<file path="config.mk">
export PLATFORM = sky130hd
export DESIGN_NAME = johnson_counter_param_flat
export DESIGN_NICKNAME = d
export VERILOG_FILES = /design/src/rtl/johnson_counter_param_if.sv /design/src/rtl/johnson_counter_param.sv /design/src/flat_wrapper.sv
export SDC_FILE = /design/constraint.sdc
export NUM_CORES = 1
export LEC_CHECK = 0
export BUFFER_PORTS_ARGS = -buffer_cell sky130_fd_sc_hd__clkbuf_2
export CORE_MARGIN = 5
export CORE_UTILIZATION = 30
export DETAILED_ROUTE_END_ITERATION = 16
export GPL_ROUTABILITY_DRIVEN = 0
export GPL_TIMING_DRIVEN = 0
export SLEW_MARGIN = 25
export SYNTH_ARGS = -nofsm -noshare
export SYNTH_HDL_FRONTEND = slang
export SYNTH_SLANG_ARGS = --single-unit
</file>
<file path="constraint.sdc">
create_clock -name clk -period 7.1 [get_ports clk]
set_input_delay 1.42 -clock clk [delete_from_list [all_inputs] [get_ports clk]]
set_output_delay 1.42 -clock clk [all_outputs]
set_load 0.02 [all_outputs]
</file>
<file path="src/rtl/johnson_counter_param_if.sv">
// ============================================================================
//  Module      : johnson_counter_param_if
//  Description : Control/status bundle for the parametrised Johnson counter.
//                master drives step/load controls, slave returns the code,
//                decoded phase and the wrap/illegal strobes.
//  Revision    : 1.0 - initial release
// ============================================================================
`default_nettype none

interface johnson_counter_param_if #(
   parameter int WIDTH = 4
) ();
   localparam int PW = $clog2(2 * WIDTH);

   logic             en;
   logic             dir;
   logic             load;
   logic [PW-1:0]    load_phase;
   logic [WIDTH-1:0] count;
   logic [PW-1:0]    phase;
   logic             wrap;
   logic             illegal;

   modport master (
      output en, dir, load, load_phase,
      input  count, phase, wrap, illegal
   );

   modport slave (
      input  en, dir, load, load_phase,
      output count, phase, wrap, illegal
   );
endinterface

`default_nettype wire

</file>
<file path="src/rtl/johnson_counter_param.sv">
// ============================================================================
//  Module      : johnson_counter_param
//  Description : WIDTH-bit Johnson (twisted-ring) counter, 2*WIDTH states,
//                with direction, enable, synchronous phase load, binary phase
//                decode and a wrap strobe. Define JOHNSON_SELF_CORRECT_EN to
//                detect illegal codes, force them to 0 and pulse illegal.
//  Revision    : 1.0 - initial release
// ============================================================================
`default_nettype none

module johnson_counter_param #(
   parameter int WIDTH = 4
) (
   input  wire logic               clk,
   input  wire logic               rst,
   johnson_counter_param_if.slave  bus
);
   localparam int               PW     = $clog2(2 * WIDTH);
   localparam logic [WIDTH-1:0] C_ONES = '1;
   localparam logic [31:0]      C_LEN  = 32'(2 * WIDTH);

   logic [WIDTH-1:0] r_count;
   logic             r_wrap;
   logic [WIDTH-1:0] w_step_up;
   logic [WIDTH-1:0] w_step_dn;
   logic [WIDTH-1:0] w_load_code;
   logic [31:0]      w_lp;
   logic [31:0]      w_pop;
   logic [WIDTH-1:0] w_next_count;
   logic             w_next_wrap;

   // One-position shifts of the twisted ring in each direction
   assign w_step_up = {~r_count[0], r_count[WIDTH-1:1]};
   assign w_step_dn = {r_count[WIDTH-2:0], ~r_count[WIDTH-1]};
   assign w_lp      = 32'(bus.load_phase);

   // Legal code for the requested phase: ones fill from the MSB for the first
   // half of the sequence, then drain leaving ones at the LSB end
   always_comb begin
      w_load_code = '0;
      if (w_lp == 32'd0 || w_lp >= C_LEN)
         w_load_code = '0;
      else if (w_lp <= 32'(WIDTH))
         w_load_code = ~(C_ONES >> w_lp);
      else
         w_load_code = C_ONES >> (w_lp - 32'(WIDTH));
   end

   // Population count of the current code, used by the phase decoder
   always_comb begin
      w_pop = '0;
      for (int i = 0; i < WIDTH; i++)
         w_pop = w_pop + 32'(r_count[i]);
   end

`ifdef JOHNSON_SELF_CORRECT_EN
   logic        r_illegal;
   logic        w_next_illegal;
   logic [31:0] w_trans;

   // Count adjacent-bit transitions; a legal Johnson code has at most one
   always_comb begin
      w_trans = '0;
      for (int i = 0; i < WIDTH - 1; i++)
         w_trans = w_trans + 32'(r_count[i] ^ r_count[i+1]);
   end

   // Next-state selection: load, then correction, then step, else hold
   always_comb begin
      w_next_count   = r_count;
      w_next_wrap    = 1'b0;
      w_next_illegal = 1'b0;
      if (bus.load) begin
         w_next_count = w_load_code;
         w_next_wrap  = (r_count != '0) && (w_load_code == '0);
      end else if (w_trans > 32'd1) begin
         w_next_count   = '0;
         w_next_illegal = 1'b1;
      end else if (bus.en) begin
         w_next_count = bus.dir ? w_step_up : w_step_dn;
         w_next_wrap  = (r_count != '0) && (w_next_count == '0);
      end
   end

   // Illegal strobe register
   always_ff @(posedge clk) begin
      if (rst) r_illegal <= 1'b0;
      else     r_illegal <= w_next_illegal;
   end

   assign bus.illegal = r_illegal;
`else
   // Next-state selection: load, then step, else hold (no legality check)
   always_comb begin
      w_next_count = r_count;
      w_next_wrap  = 1'b0;
      if (bus.load) begin
         w_next_count = w_load_code;
         w_next_wrap  = (r_count != '0) && (w_load_code == '0);
      end else if (bus.en) begin
         w_next_count = bus.dir ? w_step_up : w_step_dn;
         w_next_wrap  = (r_count != '0) && (w_next_count == '0);
      end
   end

   assign bus.illegal = 1'b0;
`endif

   // Code and wrap strobe registers
   always_ff @(posedge clk) begin
      if (rst) begin
         r_count <= '0;
         r_wrap  <= 1'b0;
      end else begin
         r_count <= w_next_count;
         r_wrap  <= w_next_wrap;
      end
   end

   assign bus.count = r_count;
   assign bus.wrap  = r_wrap;

   // Phase decode: MSB set means still filling (phase = ones), otherwise
   // draining (phase = 2*WIDTH - ones); all-zero is phase 0
   assign bus.phase = (r_count == '0)     ? '0 :
                      r_count[WIDTH-1]    ? PW'(w_pop) :
                                            PW'(C_LEN - w_pop);
endmodule

`default_nettype wire

</file>
<file path="src/flat_wrapper.sv">
// flat-port wrapper written by rule: the top's interface ports become plain ports
module johnson_counter_param_flat 
#(
   parameter int WIDTH = 4
)
  (clk, rst, bus_en, bus_dir, bus_load, bus_load_phase, bus_count, bus_phase, bus_wrap, bus_illegal);
  johnson_counter_param_if #(.WIDTH(WIDTH)) bus_i ();
  input  wire logic clk;
  input  wire logic rst;
  input wire logic [$bits(bus_i.en)-1:0] bus_en;
  input wire logic [$bits(bus_i.dir)-1:0] bus_dir;
  input wire logic [$bits(bus_i.load)-1:0] bus_load;
  input wire logic [$bits(bus_i.load_phase)-1:0] bus_load_phase;
  output wire logic [$bits(bus_i.count)-1:0] bus_count;
  output wire logic [$bits(bus_i.phase)-1:0] bus_phase;
  output wire logic [$bits(bus_i.wrap)-1:0] bus_wrap;
  output wire logic [$bits(bus_i.illegal)-1:0] bus_illegal;
  assign bus_i.en = bus_en;
  assign bus_i.dir = bus_dir;
  assign bus_i.load = bus_load;
  assign bus_i.load_phase = bus_load_phase;
  assign bus_count = bus_i.count;
  assign bus_phase = bus_i.phase;
  assign bus_wrap = bus_i.wrap;
  assign bus_illegal = bus_i.illegal;
  johnson_counter_param #(.WIDTH(WIDTH)) u_core (.clk(clk), .rst(rst), .bus(bus_i));
endmodule
</file>
[After elaboration in Yosys (flattened, before gate mapping)]
Index checks and enable logic that the tools add are counted.
Cells by class
  multiplexer cells: 9
  shift operators: 2
  bitwise gates (word level): 3
  add/subtract/negate cells: 5
  $mul: 0
  div/mod/pow operators: 0
  order comparisons: 2
  equal/unequal tests: 0
  reductions and logical operators: 9
Operators by type and width (number)
  32-bit logical NOT: 1
  4-bit by 32-bit >> shifter with 4-bit output (first input constant): 1
  4-bit 2-to-1 mux: 5
  4-bit logical NOT: 3
  3-bit by 1-bit adder with 3-bit output: 2
  3-bit 2-to-1 mux: 2
  3-bit by 4-bit >= comparator with 1-bit output (second input constant): 1
  4-bit NOT: 1
  4-bit nonzero test: 1
  4-bit by 3-bit >> shifter with 4-bit output (first input constant): 1
  3-bit by 3-bit subtractor with 4-bit output (second input constant): 1
  3-bit <= comparator (second input constant): 1
  1-bit by 3-bit subtractor with 3-bit output (first input constant): 1
  1-bit by 1-bit adder with 2-bit output: 1
  1-bit logical AND: 2
  1-bit 2-to-1 mux: 2
  1-bit NOT: 2
  2-bit nonzero test: 1
  1-bit logical OR: 1
Storage, ports and cells
  memory bits (writable): 0
  register bits: 5
  memory bits (read-only): 0
  output and inout bits: 9
  memories kept: 0
  input bits: 8
  latch bits: 0

[Logic depth before layout (Yosys ltp)]
  word-level depth: 7
  gate-level depth with buffers: 8
  mapped depth without buffers: 8

[Least setup slack after synthesis]
No wires, ideal clock.
  path type: flip-flop to output port
  start: reg u_core.r_count[1] (netlist: u_core.bus.count[1])
  end: out bus_phase[2]
  buffers on the path: 0
  slack: 3.255 ns
  arrival time: 2.425 ns
  stages on the path, launching flop included: 9
  path through: dfxtp_1 > inv_1 > ha_1 > fa_1 > ha_1 > inv_1 > ha_1 > or3_1 > a21oi_1
Between the ends
  longest elaborated chain between the ends: 6
RTL lines
  start, declared: RTL line johnson_counter_param.sv:22  | logic [WIDTH-1:0] r_count;
  start signal, assigned: RTL line johnson_counter_param.sv:115  | r_count <= w_next_count;
  1-bit by 1-bit adder with 2-bit output: RTL line johnson_counter_param.sv:53  | w_pop = w_pop + 32'(r_count[i]);
  3-bit by 1-bit adder with 3-bit output (2 in a row): RTL line johnson_counter_param.sv:53
  1-bit by 3-bit subtractor with 3-bit output: RTL line johnson_counter_param.sv:127  | PW'(C_LEN - w_pop);
  3-bit 2-to-1 mux: RTL line johnson_counter_param.sv:126  | r_count[WIDTH-1] ? PW'(w_pop) :
  3-bit 2-to-1 mux (*): RTL line johnson_counter_param.sv:125  | assign bus.phase = (r_count == '0) ? '0 :
  end, declared: RTL line flat_wrapper.sv:15  | output wire logic [$bits(bus_i.phase)-1:0] bus_phase;
Every way passes the cells marked *; elsewhere a longest branch is shown, timed or not.

[Worst setup path after layout]
Ends and elaborated chain as after synthesis.

==> flow_metrics.env <==
export IMPL_yosys_cell_types_count=28
export IMPL_netlist_instances=56
export IMPL_synth_top_area_cell="dfxtp_1"
export IMPL_layout_nets=87
export IMPL_setup_viol=0
export IMPL_vias=443
export IMPL_synth_area_leaders="dfxtp_1 (20%), ha_1 (10%), a211oi_1 (6.1%)"
export IMPL_drive_gt1_share_pct=31.51
export IMPL_clk_pin_slew_ns=0.04
export IMPL_critical_path_class="reg -> out"
export IMPL_ctsResizeCount=0
export IMPL_endpoint_kind="output port"
export IMPL_reg2reg_setup_slack_ns=5.83
export IMPL_synth_fp_nets=69
export IMPL_clock_fmax_mhz=249.5
export IMPL_grt_max_degree=10
export IMPL_outcome="completed"
export IMPL_p_per_area_nw_per_um2=193.6
export IMPL_dr_pass1_iters=4
export IMPL_drv_cap=0
export IMPL_cts_buffer_depth=2
export IMPL_fin_setup_tns_ns=0
export IMPL_peakVddDrop_uv=98.92
export IMPL_hold_end="u_core.bus.count[0]$_SDFFE_PP0P_"
export IMPL_syn_cell_area_um2=493.0
export IMPL_final_hold_viol_count=0
export IMPL_dp_hpwl_um=761.8
export IMPL_maxSlewHeadroom_pct=66.21
export IMPL_syn_area_per_cell_um2=8.803
export IMPL_grt_pass1_wl_mm=1.628
export IMPL_skew_ns=0.002324
export IMPL_tightest_slew_ns=0.5058
export IMPL_rows=14
export IMPL_placed_area_um2=578.1
export IMPL_ys_ff_latch=5
export IMPL_finalMaxSlewViolations=0
export IMPL_core_area_um2=1524
export IMPL_start_util_pct=32.35
export IMPL_finalWirelength_um=945
export IMPL_area_growth_pct=22.59
export IMPL_netlist_area_leader_share_pct=20.30
export IMPL_instances_no_fill=89
export IMPL_fillerInstances=157
export IMPL_antenna_found_initial=0
export IMPL_r2r_end="u_core.bus.wrap$_SDFF_PP0_"
export IMPL_hold_buffers=0
export IMPL_path_common_cell="ha_1"
export IMPL_yosysWarnings=0
export IMPL_clock_sinks=5
export IMPL_drtIter0Drc=3
export IMPL_reg2reg_depth=4
export IMPL_r2r_start="u_core.bus.count[1]$_SDFFE_PP0P_"
export IMPL_leakage_nw=0.2875
export IMPL_diodes=0
export IMPL_grt_overflow_total=0
export IMPL_design_area_um2=604.3
export IMPL_cp_arrival_ns=2.59
export IMPL_fin_util_pct=39.66
export IMPL_grt_pass1_vias=403
export IMPL_remaining_drc_errors=0
export IMPL_die_h_um=50.54
export IMPL_hold_class="reg -> reg"
export IMPL_die_w_um=50.54
export IMPL_hold_path_depth=2
export IMPL_io_buffers=13
export IMPL_layout_commonest_cell="clkbuf_2"
export IMPL_period_needed_ns=4.008
export IMPL_viasPerCell=4.978
export IMPL_postRouteAntennaNets=0
export IMPL_post_cts_buffers=0
export IMPL_rsz0062_at_grt="false"
export IMPL_die_area_um2=2554
export IMPL_wl_per_cell_um=10.62
export IMPL_numCtsBuffers=3
export IMPL_ios=17
export IMPL_path_cells="inv_1 -> ha_1 -> fa_1 -> ha_1 -> inv_1 -> ha_1 -> or3_1 -> a21oi_1 -> clkbuf_2"
export IMPL_hp_start="u_core.bus.count[0]$_SDFFE_PP0P_"
export IMPL_critPathRequiredTime_ns=5.68
export IMPL_cp_max_fo=6
export IMPL_root_buffer="clkbuf_4"
export IMPL_slowest_stage="dfxtp_1"
export IMPL_startpoint_type="register"
export IMPL_slowest_delay_ns=0.45
export IMPL_cts_htree_levels=1
export IMPL_final_cell_mix="clkbuf_2 (13), inv_1 (5), nor2_1 (5), a21oi_1 (5), dfxtp_1 (5)"
export IMPL_cts_tree="built"
export IMPL_fin_crit_sh_pct=56.45
export IMPL_track_usage_pct=8.333
export IMPL_ys_seq_area_share_pct=20.30
export IMPL_clkLatencyLatePin_ns=0.24
export IMPL_dp_cells=85
-- kinds of logic after synthesis --
group,synth area share (%)
AOI/OAI and AO/OA,20.56
xor gates and xnor gates,5.331
buffers and inverters,12.69
and+or+nand+nor,16.50
DFF,20.31
adders and majority gates,14.21
muxes,9.644
other,0.7607
-- layout make-up --
type | count | area, um2 | share of cell area, %
sequential | 5 | 100.1 | 16.56
inverter | 5 | 18.77 | 3.106
clock buffer | 4 | 26.28 | 4.348
multi-input combinational | 42 | 330.3 | 54.66
tap | 16 | 20.02 | 3.313
timing repair buffer | 13 | 65.06 | 10.77
buffer | 4 | 43.79 | 7.246
-- worst max-delay path, delay by kind of cell (launching register included) --
family	cells	cell delay, ns
AO/OA/AOI/OAI	1	0.14
adder cells (fa/ha/maj)	4	1.14
buffers and inverters	3	0.32
flip-flops	1	0.45
AND/OR/NAND/NOR	1	0.30
-- worst max-delay path by stage --
| stage | slack (ns) | from | cells after the start | endpoint |
|---|---|---|---|---|
| 2_1_floorplan | 3.26 | u_core.bus.count[1]$_SDFFE_PP0P_ | 8 | bus_phase[2] |
| 3_3_place_gp | 3.36 | u_core.bus.count[1]$_SDFFE_PP0P_ | 9 | bus_phase[2] |
| 3_5_place_dp | 3.33 | u_core.bus.count[1]$_SDFFE_PP0P_ | 9 | bus_phase[2] |
| 4_1_cts | 3.06 | u_core.bus.count[1]$_SDFFE_PP0P_ | 9 | bus_phase[2] |
| 5_1_grt | 2.90 | u_core.bus.count[1]$_SDFFE_PP0P_ | 9 | bus_phase[2] |
| 6_report | 3.09 | u_core.bus.count[1]$_SDFFE_PP0P_ | 9 | bus_phase[2] |
-- per-layer routing --
| metal | up-vias | track usage (%) | routed length, um |
|---|---|---|---|
| met3 | 2 | 2.959 | 59 |
| met2 | 13 | 11.78 | 435 |
| li1 | 229 | - | - |
| met5 | - | 0 | 0 |
| met1 | 199 | 10.12 | 424 |
| met4 | 0 | 6.383 | 26 |
-- sequential cells by signal, indices dropped and copies added, names as in the netlist --
register          count
u_core.bus.count      4
u_core.bus.wrap       1
-- metrics by stage --
step           hold WS, ns  total power, W  setup WS (ns)
6_report            0.6523       0.0001170          3.092
5_1_grt             0.7062       0.0001275          2.902
4_1_cts             0.6582       0.0001189          3.058
3_5_place_dp        0.6432      0.00008522          3.328
3_3_place_gp        0.6635      0.00008439          3.363
2_1_floorplan       0.6765      0.00007070          3.255
-- synth_stat cells --
| cell | number |
|---|---|
| a21oi_1 | 5 |
| dfxtp_1 | 5 |
| inv_1 | 5 |
| nor2_1 | 5 |
| a211oi_1 | 4 |
| ha_1 | 4 |
| nand2_1 | 3 |
| buf_6 | 2 |
| nor2b_1 | 2 |
| nor3b_1 | 2 |
| xor2_1 | 2 |
| a211o_1 | 1 |
| a221oi_1 | 1 |
| and2b_2 | 1 |
| and3b_1 | 1 |
| buf_4 | 1 |
| clkbuf_8 | 1 |
| conb_1 | 1 |
| fa_1 | 1 |
| mux2_4 | 1 |
| mux2i_1 | 1 |
| mux2i_4 | 1 |
| o2111ai_1 | 1 |
| o211ai_1 | 1 |
| o21a_1 | 1 |
| o21ai_0 | 1 |
| or3_1 | 1 |
| xnor2_1 | 1 |
-- report_power, final --
part,switching [W],leakage [nW],internal (W)
clock,0.0000117,0.0150,0.0000213
sequential,0.00000358,0.0414,0.0000303
combinational,0.0000284,0.231,0.0000217
total,0.0000437,0.287,0.0000733
No activity file was read; power rests on OpenSTA's default activity.
